===== src/rtl/if_program_loader_if.sv =====
// if_program_loader_if: byte stream and start pulse in, instruction memory write port and load status out
interface if_program_loader_if #(parameter int ADDR_W = 8);
    logic              i_start;
    logic [7:0]        i_rx_data;
    logic              i_rx_valid;
    logic              o_wr_en;
    logic [ADDR_W-1:0] o_wr_addr;
    logic [31:0]       o_wr_data;
    logic              o_loading;
    logic              o_done;
    logic              o_error;
    logic [ADDR_W:0]   o_word_count;
    modport slave (
        input  i_start, i_rx_data, i_rx_valid,
        output o_wr_en, o_wr_addr, o_wr_data, o_loading, o_done, o_error, o_word_count
    );
    modport master (
        output i_start, i_rx_data, i_rx_valid,
        input  o_wr_en, o_wr_addr, o_wr_data, o_loading, o_done, o_error, o_word_count
    );
endinterface


===== src/rtl/if_program_loader.sv =====
// if_program_loader: packs big-endian UART bytes into words and writes them to instruction memory from address 0
module if_program_loader #(
    parameter int          ADDR_W    = 8,
    parameter logic [31:0] HALT_WORD = 32'hFFFFFFFF
) (
    input logic                 i_clk,
    input logic                 i_reset,
    if_program_loader_if.slave  bus
);
    typedef enum logic [2:0] {IDLE, RECV, WRITE, DONE, ERROR} state_t;
    state_t            state, state_n;
    logic [1:0]        byte_cnt;
    logic [23:0]       shift;
    logic [ADDR_W-1:0] addr;
    logic [ADDR_W:0]   count;
    logic              wr_en;
    logic [31:0]       wr_data;
    logic              can_start, fourth, accept;
    assign can_start = (state == IDLE || state == DONE || state == ERROR) && bus.i_start;
    assign fourth    = state == RECV && bus.i_rx_valid && byte_cnt == 2'd3;
    assign accept    = bus.i_rx_valid && (state == RECV || (state == WRITE && state_n == RECV));
    assign bus.o_wr_en      = wr_en;
    assign bus.o_wr_addr    = addr;
    assign bus.o_wr_data    = wr_data;
    assign bus.o_word_count = count;
    assign bus.o_loading    = state == RECV || state == WRITE;
    assign bus.o_done       = state == DONE;
    assign bus.o_error      = state == ERROR;
    // state register
    always_ff @(posedge i_clk) begin
        if (i_reset) state <= IDLE;
        else         state <= state_n;
    end
    // next state: halt word wins over a full memory, which wins over advancing
    always_comb begin
        state_n = state;
        case (state)
            IDLE, DONE, ERROR: state_n = bus.i_start ? RECV : state;
            RECV:              state_n = fourth ? WRITE : RECV;
            WRITE:             state_n = wr_data == HALT_WORD ? DONE : &addr ? ERROR : RECV;
            default:           state_n = IDLE;
        endcase
    end
    // byte assembly, write port and word bookkeeping; only the low 24 bits of the shifter are ever needed
    always_ff @(posedge i_clk) begin
        if (i_reset) begin
            byte_cnt <= '0;
            shift    <= '0;
            addr     <= '0;
            count    <= '0;
            wr_en    <= 1'b0;
            wr_data  <= '0;
        end else begin
            wr_en <= fourth;
            if (fourth) wr_data <= {shift, bus.i_rx_data};
            if (accept) begin
                shift    <= {shift[15:0], bus.i_rx_data};
                byte_cnt <= byte_cnt + 2'd1;
            end
            if (can_start) begin
                addr     <= '0;
                count    <= '0;
                byte_cnt <= '0;
                shift    <= '0;
            end
            if (state == WRITE) begin
                count <= count + 1'b1;
                if (state_n == RECV) addr <= addr + 1'b1;
            end
        end
    end
endmodule

===== src/flat_wrapper.sv =====
// flat-port wrapper written by rule: the top's interface ports become plain ports
module if_program_loader_flat 
#(
    parameter int          ADDR_W    = 8,
    parameter logic [31:0] HALT_WORD = 32'hFFFFFFFF
)
  (i_clk, i_reset, bus_i_start, bus_i_rx_data, bus_i_rx_valid, bus_o_wr_en, bus_o_wr_addr, bus_o_wr_data, bus_o_loading, bus_o_done, bus_o_error, bus_o_word_count);
  if_program_loader_if #(.ADDR_W(ADDR_W)) bus_i ();
  input logic i_clk;
  input logic i_reset;
  input wire logic [$bits(bus_i.i_start)-1:0] bus_i_start;
  input wire logic [$bits(bus_i.i_rx_data)-1:0] bus_i_rx_data;
  input wire logic [$bits(bus_i.i_rx_valid)-1:0] bus_i_rx_valid;
  output wire logic [$bits(bus_i.o_wr_en)-1:0] bus_o_wr_en;
  output wire logic [$bits(bus_i.o_wr_addr)-1:0] bus_o_wr_addr;
  output wire logic [$bits(bus_i.o_wr_data)-1:0] bus_o_wr_data;
  output wire logic [$bits(bus_i.o_loading)-1:0] bus_o_loading;
  output wire logic [$bits(bus_i.o_done)-1:0] bus_o_done;
  output wire logic [$bits(bus_i.o_error)-1:0] bus_o_error;
  output wire logic [$bits(bus_i.o_word_count)-1:0] bus_o_word_count;
  assign bus_i.i_start = bus_i_start;
  assign bus_i.i_rx_data = bus_i_rx_data;
  assign bus_i.i_rx_valid = bus_i_rx_valid;
  assign bus_o_wr_en = bus_i.o_wr_en;
  assign bus_o_wr_addr = bus_i.o_wr_addr;
  assign bus_o_wr_data = bus_i.o_wr_data;
  assign bus_o_loading = bus_i.o_loading;
  assign bus_o_done = bus_i.o_done;
  assign bus_o_error = bus_i.o_error;
  assign bus_o_word_count = bus_i.o_word_count;
  if_program_loader #(.ADDR_W(ADDR_W), .HALT_WORD(HALT_WORD)) u_core (.i_clk(i_clk), .i_reset(i_reset), .bus(bus_i));
endmodule

===== config.mk =====
export PLATFORM = sky130hd
export DESIGN_NAME = if_program_loader_flat
export DESIGN_NICKNAME = d
export VERILOG_FILES = /design/src/rtl/if_program_loader_if.sv /design/src/rtl/if_program_loader.sv /design/src/flat_wrapper.sv
export SDC_FILE = /design/constraint.sdc
export NUM_CORES = 1
export LEC_CHECK = 0
export BUFFER_PORTS_ARGS = -buffer_cell sky130_fd_sc_hd__buf_4
export CAP_MARGIN = 20
export CORE_MARGIN = 4
export CORE_UTILIZATION = 35
export CTS_CLUSTER_SIZE = 12
export DETAILED_ROUTE_END_ITERATION = 10
export PLACE_DENSITY_LB_ADDON = 0.15
export SYNTH_ARGS = -nofsm -noshare
export SYNTH_HDL_FRONTEND = slang
export SYNTH_SLANG_ARGS = --single-unit

===== constraint.sdc =====
create_clock -name i_clk -period 5.35 [get_ports i_clk]
set_clock_uncertainty 0.1 [all_clocks]
set_input_delay 1.3375 -clock i_clk [delete_from_list [all_inputs] [get_ports i_clk]]
set_output_delay 1.3375 -clock i_clk [all_outputs]
set_load 0.05 [all_outputs]

Yosys cells after proc, flatten, opt, wreduce, memory -nomap -nowiden
Index checks and enable logic that the tools add are counted.

storage, ports and cells
  bits in registers = 79
  bits in latches = 0
  RAM bits = 0
  memory bits (read-only) = 0
  bits of input ports = 12
  output and inout port bits = 53
  logic and storage cells = 41
  memories kept = 0

operators by class
  $add $sub $neg = 3
  multiply operators = 0
  div/mod/pow operators = 0
  magnitude comparators = 0
  equality and inequality tests = 7
  shift-type cells = 0
  multiplexer cells = 10
  bitwise operators = 0
  reduce and logical (&&, ||, !) cells = 14

operator list
  operator              number
  $eq 32x32->1 const B  1
  $mux 8                3
  $mux 9                2
  $add 9x1->9 const B   1
  $mux 3                3
  $pmux 3 s3            1
  $add 8x1->8 const B   1
  $reduce_and 8->1      1
  $eq 3x1->1 const B    2
  $eq 3x2->1 const B    2
  $logic_and 1x1->1     5
  $logic_or 1x1->1      4
  $eq 3x3->1 const B    1
  $logic_not 3->1       1
  $reduce_or 3->1       1
  $add 2x1->2 const B   1
  $eq 2x2->1 const B    1
  $mux 2                1
  $reduce_bool 2->1     1
  $reduce_or 2->1       1

Longest topological paths before layout
  word-level depth = 9
  mapped depth = 7
  mapped depth without buffers = 6

Worst setup path before layout
Ideal clock, no wire load.

  path kind = register to output
  start point = register u_core.state[1]
  end point = output port bus_o_loading
  arrival time = 1.183 ns
  data required time = 3.913 ns
  path slack = 2.729 ns
  stages on the path, launching flop included = 4
  buffers on the path = 1
  cell sequence = dfxtp_1 > buf_4 > xnor2_1 > nor2_1

on the way
  longest elaborated chain between the ends = 2
  elaborated cells between the ends (all ways) = 3
  those cells by class = eq/ne (2); reduce/logical (1)

RTL lines
  item                                             line                     RTL
  start, declared                                  if_program_loader.sv:11  state_t state, state_n;
  start signal, assigned                           if_program_loader.sv:32  else state <= state_n;
  $eq 3x1->1 / $eq 3x2->1 (equally long branches)  if_program_loader.sv:26  assign bus.o_loading = state == RECV || state == WRITE;
  $logic_or 1x1->1 *                               if_program_loader.sv:26
  end, declared                                    flat_wrapper.sv:17       output wire logic [$bits(bus_i.o_loading)-1:0] bus_o_loading;

Every way passes the cells marked *; elsewhere a longest branch is shown, timed or not.

Worst setup path after layout
  start point = register u_core.state[0]
  end point = output port bus_o_error

on the way
  longest elaborated chain between the ends = 1

RTL lines
  item           line                     RTL
  $eq 3x3->1     if_program_loader.sv:28  assign bus.o_error = state == ERROR;
  end, declared  flat_wrapper.sv:19       output wire logic [$bits(bus_i.o_error)-1:0] bus_o_error;

No other way between the ends.

==> qor.json <==
{
  "run_status": "complete, no violations",
  "ctsHtreeMaxLevel": 3,
  "multi_input_area_sq_mm": 0.001609,
  "cp-start-kind": "register",
  "number_of_global_route_vias_before_repair": 2749,
  "timing.critical_path.required_ns": 3.91,
  "global_route.usage.total_pct": 14.88,
  "drtPass1Iterations": 5,
  "postCtsSetupRepairBufs": 0,
  "layout.cells.most_common_list": "sky130_fd_sc_hd__nand2_1 (113), sky130_fd_sc_hd__dfxtp_1 (79), sky130_fd_sc_hd__buf_4 (66), sky130_fd_sc_hd__a21oi_1 (43), sky130_fd_sc_hd__mux2i_1 (29)",
  "vias": 2893,
  "r2r_start": "u_core.state[2]",
  "drive_gt1_share_pct": 23.20,
  "hold-worst-slack_ns": 0.3602,
  "routed_wl_mm": 8.266,
  "maxCapViolations": 0,
  "netlist_instances": 384,
  "hold_path_class": "register to register",
  "power.net_switching_mw": 0.2581,
  "timing.hold.worst_path_depth": 2,
  "path_class": "register to primary output",
  "via_per_inst": 5.049,
  "min_to": "u_core.bus.o_wr_data[27]",
  "placeableCoreArea_sq_mm": 0.009284,
  "synth_area_per_cell_sq_um": 8.706,
  "final.period_utilization_pct": 52.68,
  "layout.filler_cells": 962,
  "grt_antenna_before_repair": 0,
  "worst_skew_pair.late_latency_ns": 0.35,
  "seq_power_share_pct": 51.9,
  "ff2ff_path_depth": 7,
  "timing.final.setup_violations": 0,
  "cp-end-kind": "primary output",
  "ctsLongestPathBuffers": 2,
  "clock_power_share_pct": 43.6,
  "placement_rows": 35,
  "leakage_nw": 1.552,
  "power_density_mw_per_mm2": 277.7,
  "post-dp-hpwl_mm": 5.648,
  "slew_viol_final": 0,
  "global_route_congestion_overflow_total": 0,
  "rsz0062_at_grt": "false",
  "port_buffers": 64,
  "final_hold_viol_count": 0,
  "design_area_sq_mm": 0.004116,
  "placed_cell_area_sq_mm": 0.003879,
  "r2r-end": "u_core.shift[23]",
  "critical_path.max_fanout": 9,
  "postSynthNetCount": 399,
  "gpl.final_weighted_congestion": 0.7725,
  "number_of_synthesized_register_bits": 79,
  "rrSetupSlack_ns": 2.99,
  "timing.max_slew.rel_slack_pct": 56.34,
  "crit_arrival_ns": 1.38,
  "syn_to_final_growth_pct": 23.13,
  "detail-route-antenna-nets": 0,
  "timing.final.crit_period_ns": 2.818,
  "synth_edf_count": 0,
  "final_nets": 454,
  "asyncSetResetFlopFracSynth_pct": 0,
  "synth_sequential_area_ratio_pct": 47.31,
  "drt_iter0_drc": 140,
  "floorplan.die.width_um": 105.7,
  "yosys_most_used_dff": "sky130_fd_sc_hd__dfxtp_1",
  "timing.critical_path.from": "u_core.state[0]",
  "ys.warnings.count": 0,
  "switching_share_of_total_power_pct": 22.58,
  "die_y_um": 105.7,
  "power.internal_mw": 0.8852,
  "floorplan.initialDensity_pct": 36.01,
  "synth_largest_area_cell": "sky130_fd_sc_hd__dfxtp_1",
  "worst_slew_pin_slew_ns": 0.6542,
  "cts_buffers": 9,
  "insertedDiodeCount": 0,
  "floorplan.io_pins": 65,
  "grt_pass1_wl_mm": 13.49,
  "wire_per_inst_um": 14.43,
  "synth.top_cells.by_area": "sky130_fd_sc_hd__dfxtp_1 (47%), sky130_fd_sc_hd__nand2_1 (13%), sky130_fd_sc_hd__mux2i_1 (8.7%), sky130_fd_sc_hd__a21oi_1 (6.4%), sky130_fd_sc_hd__nand4_1 (2.1%)",
  "cts_tree": "yes",
  "dieArea_sq_mm": 0.01118,
  "finalPower_mw": 1.143,
  "synthesis.area_sq_mm": 0.003343,
  "pwr-share-comb_pct": 4.5,
  "mostFrequentLayoutCell": "sky130_fd_sc_hd__nand2_1",
  "fmaxAchievable_mhz": 354.8,
  "max-vdd-ir-drop_mv": 0.1625,
  "root_buffer": "sky130_fd_sc_hd__clkbuf_8",
  "post_cts_hold_buffer_count": 0,
  "largest_net_degree_at_the_start_of_global_routing": 55,
  "worst_setup_hold_path_clk_slew_ns": 0.08,
  "drc_errors": 0,
  "post-synth-top-area-fraction_pct": 47.31,
  "finalCoreUtilization_pct": 44.34,
  "postCtsResizedCells": 0,
  "synth.lib_cells_used.distinct": 51,
  "clkSinkCount": 79,
  "startpoint_of_the_most_critical_hold_path": "u_core.shift[19]",
  "timing.setup.tns_ns": 0,
  "sequential_cell_area_sq_mm": 0.001582
}
-- area by class of cell --
class	count	share of cell area, %
Clock buffer	11	3.435
Inverter	1	0.09119
Timing Repair Buffer	68	13.07
Multi-Input combinational cell	280	39.09
Tap cell	129	3.921
Clock inverter	5	1.976
Sequential cell	79	38.42
-- power by group through the flow --
stage / clock, mW / sequential (mW) / combinational, mW
2_1_floorplan: 0 / 0.605 / 0.0380
3_3_place_gp: 0 / 0.607 / 0.0494
3_5_place_dp: 0 / 0.607 / 0.0497
4_1_cts: 0.515 / 0.593 / 0.0498
5_1_grt: 0.536 / 0.594 / 0.0561
6_report: 0.499 / 0.593 / 0.0511
-- worst max-delay path: stages (launching register included) --
cell                      delay [ns]
sky130_fd_sc_hd__dfxtp_1        0.53
sky130_fd_sc_hd__nor2_1         0.15
sky130_fd_sc_hd__and2_1         0.18
sky130_fd_sc_hd__buf_4          0.18
-- worst max path at each step --
| stage | end | depth (start not counted) |
|---|---|---|
| floorplan | bus_o_loading | 3 |
| global placement | u_core.shift[23] | 5 |
| detailed placement | u_core.shift[23] | 5 |
| CTS | u_core.shift[23] | 5 |
| global route | bus_o_error | 3 |
| finish | bus_o_error | 3 |
-- cells by family after synthesis --
logic type      after synthesis  share of synthesized area [%]
simple gates                181                          26.05
flops                        79                          47.31
compound gates               65                          11.68
mux                          30                          9.019
buf+inv                      25                          4.566
fa+ha+maj                     3                          1.123
xor+xnor                      1                         0.2620
-- registers in the layout (all words and copies together) (netlist names) --
register / flops
u_core.bus.o_word_count: 9
u_core.bus.o_wr_addr: 8
u_core.bus.o_wr_data: 32
u_core.bus.o_wr_en: 1
u_core.byte_cnt: 2
u_core.shift: 24
u_core.state: 3
-- layer usage --
metal,routed length [um],share of wire [%],GRT usage (%),vias to the layer above
met5,0,0,0,-
met4,87,1.1,4.163,0
met3,447,5.4,4.287,9
met2,3933,48,24.82,75
met1,3798,46,18.72,1373
li1,-,-,-,1436
-- stage by stage --
| stage | setup slack (ns) | instances |
|---|---|---|
| global route | 2.412 | 573 |
| floorplan | 2.729 | 384 |
| finish | 2.532 | 573 |
| detailed placement | 2.017 | 556 |
| global placement | 2.075 | 555 |
| CTS | 2.394 | 572 |
-- Yosys cell counts (2+ instances only) --
cell type / number
sky130_fd_sc_hd__a311oi_1: 2
sky130_fd_sc_hd__nor3b_1: 2
sky130_fd_sc_hd__nand2_1: 113
sky130_fd_sc_hd__and2_1: 2
sky130_fd_sc_hd__ha_1: 3
sky130_fd_sc_hd__o21ai_0: 4
sky130_fd_sc_hd__or2_2: 6
sky130_fd_sc_hd__nand4_1: 11
sky130_fd_sc_hd__and4_1: 2
sky130_fd_sc_hd__nand3b_1: 3
sky130_fd_sc_hd__a31oi_1: 3
sky130_fd_sc_hd__mux2i_1: 29
sky130_fd_sc_hd__buf_6: 3
sky130_fd_sc_hd__a21oi_1: 43
sky130_fd_sc_hd__nor2_1: 10
sky130_fd_sc_hd__clkbuf_1: 10
sky130_fd_sc_hd__and3_1: 6
sky130_fd_sc_hd__nand3_1: 12
sky130_fd_sc_hd__buf_2: 8
sky130_fd_sc_hd__buf_8: 2
sky130_fd_sc_hd__nor4_2: 2
sky130_fd_sc_hd__dfxtp_1: 79
No activity file was read; power rests on OpenSTA's default activity.
